[src/rtl/uart_pkg.sv]
// Shared types and register map for the memory-mapped UART transmitter.
// Imported by the TX FIFO and the transmitter top level.
package uart_pkg;

    typedef enum logic [1:0] {
        IDLE  = 2'd0,
        START = 2'd1,
        DATA  = 2'd2,
        STOP  = 2'd3
    } uart_state_t;

    localparam logic [2:0] UART_TXDATA = 3'd0;
    localparam logic [2:0] UART_STATUS = 3'd4;

    localparam int ST_FULL   = 0;
    localparam int ST_EMPTY  = 1;
    localparam int ST_ACTIVE = 2;
    localparam int ST_OVF    = 3;

endpackage

[src/rtl/uart_tx_mmio_fifo.sv]
// Synchronous first-word-fall-through FIFO used as the UART TX queue.
// Pushes when full and pops when empty are ignored.
module sync_fifo
    import uart_pkg::*;
#(
    parameter int WIDTH = 8,
    parameter int DEPTH = 4
) (
    input  logic                     clk,
    input  logic                     reset,
    input  logic                     push,
    input  logic                     pop,
    input  logic [WIDTH-1:0]         din,
    output logic [WIDTH-1:0]         dout,
    output logic                     full,
    output logic                     empty,
    output logic [$clog2(DEPTH):0]   count
);

    localparam int AW = $clog2(DEPTH);
    localparam int CW = AW + 1;

    logic [WIDTH-1:0] mem [DEPTH];
    logic [AW-1:0]    wr_ptr;
    logic [AW-1:0]    rd_ptr;
    logic [CW-1:0]    cnt;
    logic             do_push;
    logic             do_pop;

    assign full    = (cnt == CW'(DEPTH));
    assign empty   = (cnt == '0);
    assign count   = cnt;
    assign dout    = mem[rd_ptr];
    assign do_push = push && !full;
    assign do_pop  = pop && !empty;

    // Storage array; contents need no reset since count gates visibility.
    always_ff @(posedge clk) begin
        if (do_push) begin
            mem[wr_ptr] <= din;
        end
    end

    // Pointers wrap naturally because DEPTH is a power of two.
    always_ff @(posedge clk) begin
        if (reset) begin
            wr_ptr <= '0;
            rd_ptr <= '0;
            cnt    <= '0;
        end else begin
            if (do_push) begin
                wr_ptr <= wr_ptr + AW'(1);
            end
            if (do_pop) begin
                rd_ptr <= rd_ptr + AW'(1);
            end
            unique case ({do_push, do_pop})
                2'b10:   cnt <= cnt + CW'(1);
                2'b01:   cnt <= cnt - CW'(1);
                default: cnt <= cnt;
            endcase
        end
    end

endmodule

[src/rtl/uart_tx_mmio.sv]
// UART 8N1 transmitter snooping the data-store bus, with a TX FIFO
// and a STATUS register readable at offset 4 of its window.
module uart_tx_mmio
    import uart_pkg::*;
#(
    parameter logic [31:0] BASE_ADDR    = 32'h0000_1000,
    parameter int          CLKS_PER_BIT = 868,
    parameter int          FIFO_DEPTH   = 4
) (
    input  logic        clk,
    input  logic        reset,
    input  logic        we,
    input  logic [31:0] a,
    input  logic [31:0] wd,
    output logic [31:0] rd,
    output logic        sel,
    output logic        tx,
    output logic        busy
);

    localparam int BW = (CLKS_PER_BIT > 1) ? $clog2(CLKS_PER_BIT) : 1;
    localparam int CW = $clog2(FIFO_DEPTH) + 1;
    localparam logic [BW-1:0] BAUD_LAST = BW'(CLKS_PER_BIT - 1);

    uart_state_t   state;
    uart_state_t   state_n;
    logic [7:0]    shift;
    logic [7:0]    shift_n;
    logic [2:0]    bit_cnt;
    logic [2:0]    bit_cnt_n;
    logic [BW-1:0] baud;
    logic [BW-1:0] baud_n;
    logic          baud_end;
    logic          tx_q;
    logic          tx_n;
    logic          ovf;

    logic          fifo_push;
    logic          fifo_pop;
    logic          fifo_full;
    logic          fifo_empty;
    logic [7:0]    fifo_dout;
    logic [CW-1:0] fifo_count;

    logic [2:0]    offset;
    logic          wr_data;
    logic          wr_status;
    logic          unused;

    assign sel       = (a[31:3] == BASE_ADDR[31:3]);
    assign offset    = a[2:0];
    assign wr_data   = we && sel && (offset == UART_TXDATA);
    assign wr_status = we && sel && (offset == UART_STATUS);
    assign fifo_push = wr_data;
    assign baud_end  = (baud == BAUD_LAST);
    assign tx        = tx_q;
    assign busy      = (state != IDLE) || !fifo_empty;
    assign unused    = ^{wd[31:8], fifo_count};

    sync_fifo #(
        .WIDTH (8),
        .DEPTH (FIFO_DEPTH)
    ) u_fifo (
        .clk   (clk),
        .reset (reset),
        .push  (fifo_push),
        .pop   (fifo_pop),
        .din   (wd[7:0]),
        .dout  (fifo_dout),
        .full  (fifo_full),
        .empty (fifo_empty),
        .count (fifo_count)
    );

    // Next-state logic: frame sequencing, FIFO pop and next line level.
    always_comb begin
        state_n   = state;
        shift_n   = shift;
        bit_cnt_n = bit_cnt;
        baud_n    = baud;
        fifo_pop  = 1'b0;
        tx_n      = 1'b1;
        unique case (state)
            IDLE: begin
                if (!fifo_empty) begin
                    fifo_pop  = 1'b1;
                    shift_n   = fifo_dout;
                    bit_cnt_n = 3'd0;
                    baud_n    = '0;
                    state_n   = START;
                end
            end
            START: begin
                if (baud_end) begin
                    baud_n  = '0;
                    state_n = DATA;
                end else begin
                    baud_n = baud + BW'(1);
                end
            end
            DATA: begin
                if (baud_end) begin
                    baud_n    = '0;
                    shift_n   = {1'b0, shift[7:1]};
                    bit_cnt_n = bit_cnt + 3'd1;
                    if (bit_cnt == 3'd7) begin
                        state_n = STOP;
                    end
                end else begin
                    baud_n = baud + BW'(1);
                end
            end
            STOP: begin
                if (baud_end) begin
                    baud_n = '0;
                    if (!fifo_empty) begin
                        fifo_pop  = 1'b1;
                        shift_n   = fifo_dout;
                        bit_cnt_n = 3'd0;
                        state_n   = START;
                    end else begin
                        state_n = IDLE;
                    end
                end else begin
                    baud_n = baud + BW'(1);
                end
            end
            default: begin
                state_n = IDLE;
            end
        endcase
        unique case (state_n)
            START:   tx_n = 1'b0;
            DATA:    tx_n = shift_n[0];
            default: tx_n = 1'b1;
        endcase
    end

    // Transmitter state, counters and the glitch-free line flop.
    always_ff @(posedge clk) begin
        if (reset) begin
            state   <= IDLE;
            shift   <= '0;
            bit_cnt <= '0;
            baud    <= '0;
            tx_q    <= 1'b1;
        end else begin
            state   <= state_n;
            shift   <= shift_n;
            bit_cnt <= bit_cnt_n;
            baud    <= baud_n;
            tx_q    <= tx_n;
        end
    end

    // Sticky overflow: set by a dropped push, cleared by STATUS bit 3.
    always_ff @(posedge clk) begin
        if (reset) begin
            ovf <= 1'b0;
        end else if (wr_data && fifo_full) begin
            ovf <= 1'b1;
        end else if (wr_status && wd[ST_OVF]) begin
            ovf <= 1'b0;
        end
    end

    // Load data: STATUS at offset 4, zero elsewhere and outside the window.
    always_comb begin
        rd = '0;
        if (sel && (offset == UART_STATUS)) begin
            rd[ST_FULL]   = fifo_full;
            rd[ST_EMPTY]  = fifo_empty;
            rd[ST_ACTIVE] = (state != IDLE);
            rd[ST_OVF]    = ovf;
        end
    end

endmodule
[config.mk]
export PLATFORM = sky130hd
export DESIGN_NAME = uart_tx_mmio
export DESIGN_NICKNAME = d
export VERILOG_FILES = /design/src/rtl/uart_pkg.sv /design/src/rtl/uart_tx_mmio_fifo.sv /design/src/rtl/uart_tx_mmio.sv
export SDC_FILE = /design/constraint.sdc
export NUM_CORES = 1
export LEC_CHECK = 0
export BUFFER_PORTS_ARGS = -buffer_cell sky130_fd_sc_hd__buf_2
export CAP_MARGIN = 20
export CORE_ASPECT_RATIO = 1.25
export CORE_MARGIN = 2
export CORE_UTILIZATION = 56
export CTS_BUF_LIST = sky130_fd_sc_hd__clkbuf_16
export DETAILED_ROUTE_END_ITERATION = 7
export HOLD_SLACK_MARGIN = 0.03
export PLACE_DENSITY = 0.86
export REMOVE_ABC_BUFFERS = 1
export SYNTH_ARGS = -nofsm -noshare
export SYNTH_HDL_FRONTEND = slang
export SYNTH_SLANG_ARGS = --single-unit
[constraint.sdc]
create_clock -name clk -period 8.2 [get_ports clk]
set_input_delay 0.41 -clock clk [delete_from_list [all_inputs] [get_ports clk]]
set_output_delay 0.41 -clock clk [all_outputs]
set_load 0.02 [all_outputs]
-- After elaboration in Yosys (flattened, before gate mapping)
Memory sizes are Yosys's and may differ from the RTL's. A register that Yosys moved wholly into a read port is not among the register bits.
Index checks and enable logic that the tools add are counted.
- multiplexer cells: 30
- reduce and logical (&&, ||, !) cells: 20
- equal/unequal tests: 15
- $add $sub $neg: 6
- operators with widths (cell ; count):
    $eq A29 B10 Y1 const B ; 1
    $mux W8 ; 3
    $pmux W8 S3 ; 1
    $mux W10 ; 2
    $pmux W10 S2 ; 1
    $mux W2 ; 7
    $add A10 B1 Y10 const B ; 1
    $eq A10 B10 Y1 const B ; 1
    $eq A3 B3 Y1 const B ; 3
    $mux W3 ; 3
    $pmux W3 S3 ; 1
    $eq A2 B2 Y1 const B ; 4
    $logic_and A1 B1 Y1 ; 8
    $pmux W2 S4 ; 1
    $mux W1 ; 7
    $add A3 B1 Y3 const B ; 2
    $eq A2 B1 Y1 const B ; 3
    $logic_not A3 Y1 ; 2
    $ne A2 B2 Y1 const B ; 3
    $pmux W3 S2 ; 1
    $reduce_bool A2 Y1 ; 3
    $add A2 B1 Y2 const B ; 2
    $mux W4 ; 1
    $pmux W1 S2 ; 2
    7 further kinds ; 8
- flip-flop bits (word level): 32
- memories: 1
- RAM bits: 32
- memories (name ; words ; width ; read ports ; clocked after Yosys merged registers in ; wr ports ; RTL line ; text):
    u_fifo.mem ; 4 ; 8 ; 1 ; 1 ; 1 ; uart_tx_mmio_fifo.sv:23 ; logic [WIDTH-1:0] mem [DEPTH];

-- Depth between registers and ports, before layout
Gate-level depths: netlist of run 1.
- depth after elaboration: 7
- gate-level depth with buffers: 11
- mapped depth without buffers: 10

-- Modules after synthesis
A second synthesis of run 1 with hierarchy kept.
- cell total of the unflattened synthesis: 308
- area total of the unflattened synthesis: 3404.5 um^2
- modules (own cells, without submodules) (module ; cells each ; instances ; sequential area each (um^2) ; area an instance (um^2)):
    uart_tx_mmio ; 212 ; 1 ; 500.5 ; 1769.2
    sync_fifo ; 96 ; 1 ; 1141.1 ; 1635.3

-- Least setup slack after synthesis of run 1
Ideal clock, no wire load.
- path kind: register -> register
- from: reg baud[0]
- to: reg u_fifo.cnt[2] (netlist: u_fifo.count[2])
- setup slack: 5.607 ns
- required time: 8.130 ns
- clock period less this slack: 2.593 ns
- stages on the path, launching flop included: 12
- arrival: 2.523 ns
- path through: dfxtp_1 ha_1 nor2b_1 a41oi_2 buf_6 nor3_2 ha_1 inv_1 fa_1 xor2_1 or3_1 a21oi_1
- longest elaborated chain between the ends: 6
- elaborated cells between the ends (all ways): 8
- classes of those cells: 3 x eq/ne; 3 x mux; 2 x reduce/logical
- ends and longest elaborated chain (element ; RTL line ; text):
    start: declaration ; uart_tx_mmio.sv:31 ; logic [BW-1:0] baud;
    start signal: assignment ; uart_tx_mmio.sv:151 ; baud <= baud_n;
    $eq A10 B10 Y1 (*) ; uart_tx_mmio.sv:55 ; assign baud_end = (baud == BAUD_LAST);
    $mux W1 (*) ; uart_tx_mmio.sv:114 ; if (baud_end) begin
    $pmux W1 S2 (*) ; uart_tx_mmio.sv:83 ; unique case (state)
    $logic_and A1 B1 Y1 (*) ; uart_tx_mmio_fifo.sv:35 ; assign do_pop = pop && !empty;
    via u_fifo.do_pop ; uart_tx_mmio_fifo.sv:28 ; logic do_pop;
    $eq A2 B1 Y1 or $eq A2 B2 Y1 (tied branches) ; uart_tx_mmio_fifo.sv:57 ; unique case ({do_push, do_pop})
    $pmux W3 S2 or $reduce_bool A2 Y1 (tied branches) ; -- ;
    end signal: assignment ; uart_tx_mmio_fifo.sv:58 ; 2'b10: cnt <= cnt + CW'(1);
    end signal: assignment ; uart_tx_mmio_fifo.sv:59 ; 2'b01: cnt <= cnt - CW'(1);
    end signal: assignment ; uart_tx_mmio_fifo.sv:60 ; default: cnt <= cnt;
    end: declaration ; uart_tx_mmio_fifo.sv:26 ; logic [CW-1:0] cnt;
Mark *: on every way through the listed nets, which the timed path passes. The rest lies on a longest branch.
A chain may end at the register's enable or synchronous reset.

-- Worst setup path after layout of run 1
Ends and elaborated chain as after synthesis.

==> results.yml, run 1 <==
synth:
  synth_warnings: 0
  synth_ff_type: "dfxtp_1"
  synth_edf_count: 32
  synth_area_mm2: 0.00345
  ys_seq_area_share_pct: 47.5
  ys_ff_latch: 66
  netlist_instances: 319
  synth.avg_cell_area_um2: 10.8
  synthTopCellsByArea: "edfxtp_1 28%, dfxtp_1 20%, buf_4 6.1%"
  synthDistinctLibCells: 56
  yosys.area.top_type: "edfxtp_1"
  synth.top_cell.area_share_pct: 27.8
  async_flop_share_pct: 0
drt:
  wl_met3_um: 432
  first_pass_iters: 4
  drt_iter0_drc: 238
  met1Wirelength_um: 2660
  dr_wl_met2_um: 3740
  top_layer: "met4"
  wire_per_inst_um: 15.3
  finalWirelength_um: 6970
  ant_nets: 0
  via_count: 2569
  drcViolationCount: 0
  vias_per_cell: 5.63
critical_path:
  cp.required_ns: 8.46
  critPathKind: "reg2reg"
  crit_arrival_ns: 3.39
  worst-path-max-fanout: 11
  startpoint_type: "flip-flop"
  endpoint_kind: "flip-flop"
timing:
  relSlewSlack_pct: 59.4
  holdWs_ns: 0.283
  fin_worst_skew_ns: 0.00454
  timing.final.hold_violations: 0
  finalSetupViolations: 0
  slew_violations: 0
  fin_crit_ns: 3.13
  tightest_slew_ns: 0.609
  fmax_mhz: 320
  finalSetupTns_ns: 0
  post-route-period-util_pct: 38.2
  rsz0062_at_grt: "no"
cells_and_area:
  fin_util_pct: 64.8
  area_growth_pct: 14.2
  diodes: 0
  nets: 447
  fillCellCount: 439
  drive_gt1_share_pct: 24.3
grt:
  grt_pass1_vias: 2396
  grt_usage_pct: 22.2
  grt_antenna_before_repair: 0
  gr-total-overflow: 0
  grt_pass1_wl_um: 11300
  grt_max_degree: 29
cts:
  clk-insertion-delay-late_ns: 0.33
  cts_setup_buffers: 0
  cts_num_sinks: 66
  holdBufCountCts: 0
  cts_root_buffer: "clkbuf_16"
  cts_resized: 0
  clock_path_buffers: 2
  cts-buffers-inserted: 9
  clk_pin_slew_ns: 0.06
  htree_levels: 3
  cts_tree: "built"
pwr:
  pwr_density_cell_mw_per_mm2: 195
  ir_worst_vdd_mv: 0.184
  leakagePower_nw: 1.49
floorplan:
  fp.dieH_um: 91.8
  die_x_um: 74.3
  core_mm2: 0.00609
  start_util_pct: 56.8
  dieArea_mm2: 0.00682
  rows: 32
  io_pins: 102
placed_design:
  portBuffers: 49
  hpwl_um: 4550
  gp_congestion: 0.893
flow_run:
  maxCapViolCount: 0
status:
  status: "finished, final reports clean"
worst_hold_path:
  min_path_type: "in2reg"
## cell families after synthesis
family / share of synthesized area, %
buf+inv: 8.87
compound gates: 11.6
other cells: 0.109
fa+ha+maj: 5.29
xor+xnor: 1.27
simple gates: 19.5
flops: 47.5
mux: 5.79
## cell usage in the layout, fill, tap and decap left out, drive strengths merged, types with 8 or more instances in the layout
cell type,instances
nor2,35
dfxtp,34
buf,49
nor3,13
clkbuf,9
nand2,16
ha,13
edfxtp,32
inv,14
o21ai,13
mux4,8
nor4,9
a21oi,16
conb,28
## Yosys cell counts (all sizes together), types with 3 or more instances
master and number:
ha 13, nor3b 5, o21ai 13, a31o 3
nand2 16, nor4b 4, nor4 9, a21oi 16
a22oi 5, edfxtp 32, nand4 3, and3 6
nor2 35, mux4 8, nand3 3, inv 10
clkbuf 6, a41oi 3, dfxtp 34, nor3 13
and2 6, a211oi 7, xnor2 3, buf 34
a31oi 3
## per-layer routing
layer | up-vias | global-route usage (%)
li1 | 1219 | -
met1 | 1236 | 27.1
met2 | 97 | 36.0
met3 | 17 | 5.27
met4 | 0 | 11.3
met5 | - | 0
## final timing paths
kind | start | endpoint | slack, ns | cells past startpoint
worst max-delay path | baud[0] | u_fifo.count[2] | 5.07 | 10
worst min-delay path | wd[1] | u_fifo.mem[0][1] | 0.28 | 1
worst max register to register | baud[0] | u_fifo.count[2] | 5.07 | 10
worst min register to register | ovf | ovf | 0.49 | 2
## critical path, stage by stage (launching register included)
cell,delay [ns]
dfxtp_1,0.39
ha_1,0.22
nor2b_1,0.36
a41oi_2,0.41
nor3_2,0.31
ha_1,0.26
inv_1,0.07
fa_1,0.39
xor2_1,0.19
or3_1,0.32
a21oi_1,0.13
## report_power, final
| group | switching (mW) | total [mW] | internal (mW) | leakage, nW |
|---|---|---|---|---|
| Clock | 0.157 | 0.397 | 0.240 | 0.147 |
| Sequential | 0.000000000678 | 0.345 | 0.345 | 0.561 |
| Combinational | 0.0193 | 0.0277 | 0.00834 | 0.783 |
| Total | 0.176 | 0.769 | 0.593 | 1.49 |
## through the flow
| stage | power (mW) | setup WS (ns) | instances | cell area (um2) |
|---|---|---|---|---|
| global route | 0.787 | 4.82 | 456 | 3950 |
| global placement | 0.379 | 5.27 | 440 | 3640 |
| detailed placement | 0.379 | 5.18 | 440 | 3640 |
| floorplan | 0.365 | 5.54 | 306 | 3290 |
| finish | 0.769 | 5.07 | 456 | 3950 |
| CTS | 0.771 | 5.06 | 456 | 3950 |
## sequential cells by signal, summed over array words and instances (netlist names), 2 cells and up, named ones only
register / cells
state: 2
bit_cnt: 3
shift: 8
u_fifo.rd_ptr: 2
baud: 10
u_fifo.count: 3
u_fifo.wr_ptr: 2
u_fifo.mem: 32
## layout make-up
class	instances	area, um2	share of cell area [%]
inverter	10	37.5	0.951
sequential	66	1640	41.6
clock buffer	9	225	5.71
multi-input combinational	230	1610	40.8
tap	85	106	2.70
timing repair buffer	49	245	6.22
clock inverter	7	81.3	2.06
(Power assumes the default switching activity.)
==> run 2: changes to the inputs <==
--- a/config.mk
+++ b/config.mk
@@ -9,11 +9,11 @@
 export CAP_MARGIN = 20
 export CORE_ASPECT_RATIO = 1.25
 export CORE_MARGIN = 2
-export CORE_UTILIZATION = 56
+export CORE_UTILIZATION = 52
 export CTS_BUF_LIST = sky130_fd_sc_hd__clkbuf_16
 export DETAILED_ROUTE_END_ITERATION = 7
 export HOLD_SLACK_MARGIN = 0.03
-export PLACE_DENSITY = 0.86
+export PLACE_DENSITY = 0.8
 export REMOVE_ABC_BUFFERS = 1
 export SYNTH_ARGS = -nofsm -noshare
 export SYNTH_HDL_FRONTEND = slang
==> constraint.sdc (replaced) <==
create_clock -name clk -period 2.9 [get_ports clk]
set_input_delay 0.145 -clock clk [delete_from_list [all_inputs] [get_ports clk]]
set_output_delay 0.145 -clock clk [all_outputs]
set_load 0.02 [all_outputs]
==> run 2 against run 1 <==
  * Via count rose by 1.6%
  * Sequential share of layout area shrank 0.69 points
  * Sequential power rose to 2.8 times the previous value
  * Flip-flop and latch count unchanged
  * Clock-buffer cell count stayed put
  * First-iteration DRC count fell by 0.42%
==> results.yml, run 2 (synthesized netlist as in run 1, its figures left out) <==
status:
  status: "finished, final reports clean"
timing:
  fmax_mhz: 388
  relSlewSlack_pct: 63.9
  rsz0062_at_grt: "no"
  tightest_slew_ns: 0.542
  fin_crit_ns: 2.58
  finalSetupViolations: 0
  post-route-period-util_pct: 89.0
  slew_violations: 0
  fin_ws_ns: 0.320
  finalSetupTns_ns: 0
  timing.final.hold_violations: 0
  fin_worst_skew_ns: 0.00694
floorplan:
  io_pins: 102
  dieArea_mm2: 0.00732
  start_util_pct: 53.3
  rows: 33
  fp.dieH_um: 95.1
  core_mm2: 0.00648
  die_x_um: 76.9
critical_path:
  critPathKind: "reg2reg"
  r2r-end: "u_fifo.count[2]"
  crit_path_max_incr_delay_ns: 0.46
  worst-path-max-fanout: 7
  r2r_cells: 9
  endpoint_kind: "flip-flop"
  cp.required_ns: 3.16
  crit_chain: "inv_1, ha_1, nor3_2, ha_1, inv_1, fa_1, xor2_1, or3_1, a21oi_1"
  startpoint_type: "flip-flop"
  cp.buffers_inverters: 2
  cp_top_family: "adder cells"
  reg2reg_from: "state[1]"
  crit_slowest_cell: "dfxtp_1"
  r2r_slack_ns: 0.32
  crit_arrival_ns: 2.84
grt:
  grt_pass1_wl_um: 11600
  grt_pass1_vias: 2537
  grt_antenna_before_repair: 0
  grt_max_degree: 29
  gr-total-overflow: 0
  grt_usage_pct: 20.3
flow_run:
  maxCapViolCount: 0
cells_and_area:
  area_growth_pct: 16.1
  largest_register_ffs: 32
  drive_gt1_share_pct: 24.6
  seq_area_mm2: 0.00164
  multiInputGateArea_mm2: 0.00161
  fillCellCount: 501
  layout_commonest_cell: "buf_2"
  largest_register: "u_fifo.mem"
  final_cell_mix: "49 x buf_2, 35 x nor2_1, 34 x dfxtp_1"
  diodes: 0
  nets: 454
  top_regs: "u_fifo.mem x32, baud x10, shift x8"
cts:
  cts-buffers-inserted: 9
  cts_resized: 0
  cts_num_sinks: 66
  cts_tree: "built"
  cts_root_buffer: "clkbuf_16"
  clock_path_buffers: 2
  htree_levels: 3
  clk-insertion-delay-late_ns: 0.34
  clk_pin_slew_ns: 0.06
pwr:
  ir_worst_vdd_mv: 0.470
  leakagePower_nw: 1.53
  pwr_density_cell_mw_per_mm2: 542
drt:
  drcViolationCount: 0
  via_count: 2609
  wire_per_inst_um: 14.7
  finalWirelength_um: 6820
  ant_nets: 0
  drt_iter0_drc: 237
  vias_per_cell: 5.61
  first_pass_iters: 4
placed_design:
  gp_congestion: 0.906
  hpwl_um: 4630
  dpl_worst_slack_ns: 0.378
  portBuffers: 49
worst_hold_path:
  min_path_cells: 1
  min_to: "u_fifo.mem[3][7]"
  min_path_type: "in2reg"
  min_from: "wd[7]"
[run 2: cell types whose count changed in the layout (fill, tap and decap cells not counted), sizes merged]
cell	delta
dlygate4sd3	+4
clkinvlp	-1
buf	+3
clkinv	+1
[run 2: worst reg2reg max path: cells and delay by family (launching register included)]
| family | cells | cell delay, ns |
|---|---|---|
| compound gates | 1 | 0.13 |
| xor+xnor | 1 | 0.17 |
| fa+ha+maj | 3 | 0.95 |
| buf+inv | 2 | 0.20 |
| flops | 1 | 0.46 |
| simple gates | 2 | 0.59 |
[run 2: cell type report]
class / count / share of cell area [%]
clock buffer: 9 / 5.61
clock inverter: 7 / 2.06
tap: 87 / 2.71
inverter: 10 / 0.936
sequential: 66 / 40.9
multi-input combinational: 230 / 40.1
timing repair buffer: 56 / 7.67
[run 2: worst max path at each step]
| stage | start | endpoint | slack, ns | cells past startpoint |
|---|---|---|---|---|
| floorplan | baud[0] | u_fifo.count[2] | 0.24 | 10 |
| CTS | state[1] | u_fifo.count[2] | 0.34 | 9 |
| finish | state[1] | u_fifo.count[2] | 0.32 | 9 |
| global route | state[1] | u_fifo.count[2] | 0.16 | 9 |
| global placement | state[1] | u_fifo.count[2] | 0.43 | 9 |
| detailed placement | state[1] | u_fifo.count[2] | 0.38 | 9 |
[run 2: power breakdown]
group / total (mW) / switching (mW) / internal, mW
Combinational: 0.0818 / 0.0547 / 0.0271
Sequential: 0.976 / 0.00000000165 / 0.976
Clock: 1.12 / 0.436 / 0.680
Total: 2.17 / 0.490 / 1.68
[run 2: stage by stage]
stage	utilization [%]	instances	power [mW]	hold slack, ns	cell area [um2]
after floorplan	-	306	1.03	0.214	3290
after global placement	56.5	445	1.07	0.354	3660
after detailed placement	56.5	445	1.07	0.362	3660
after CTS	61.9	465	2.18	0.0320	4010
after global routing	61.9	465	2.22	0.0321	4010
final	61.9	465	2.17	0.0375	4010
[run 2: routing by layer]
layer / global-route usage, % / vias to the layer above / share of wire, %
met4: 10.0 / 0 / 2.6
met2: 37.5 / 132 / 53
met3: 4.92 / 16 / 7.3
met1: 21.6 / 1219 / 38
li1: - / 1242 / -
met5: 0 / - / 0
[run 2: timing repair]
item	in CTS	in global routing
setup buffers	0	0
endpoints found under the hold margin	16	0
hold buffers	4	0
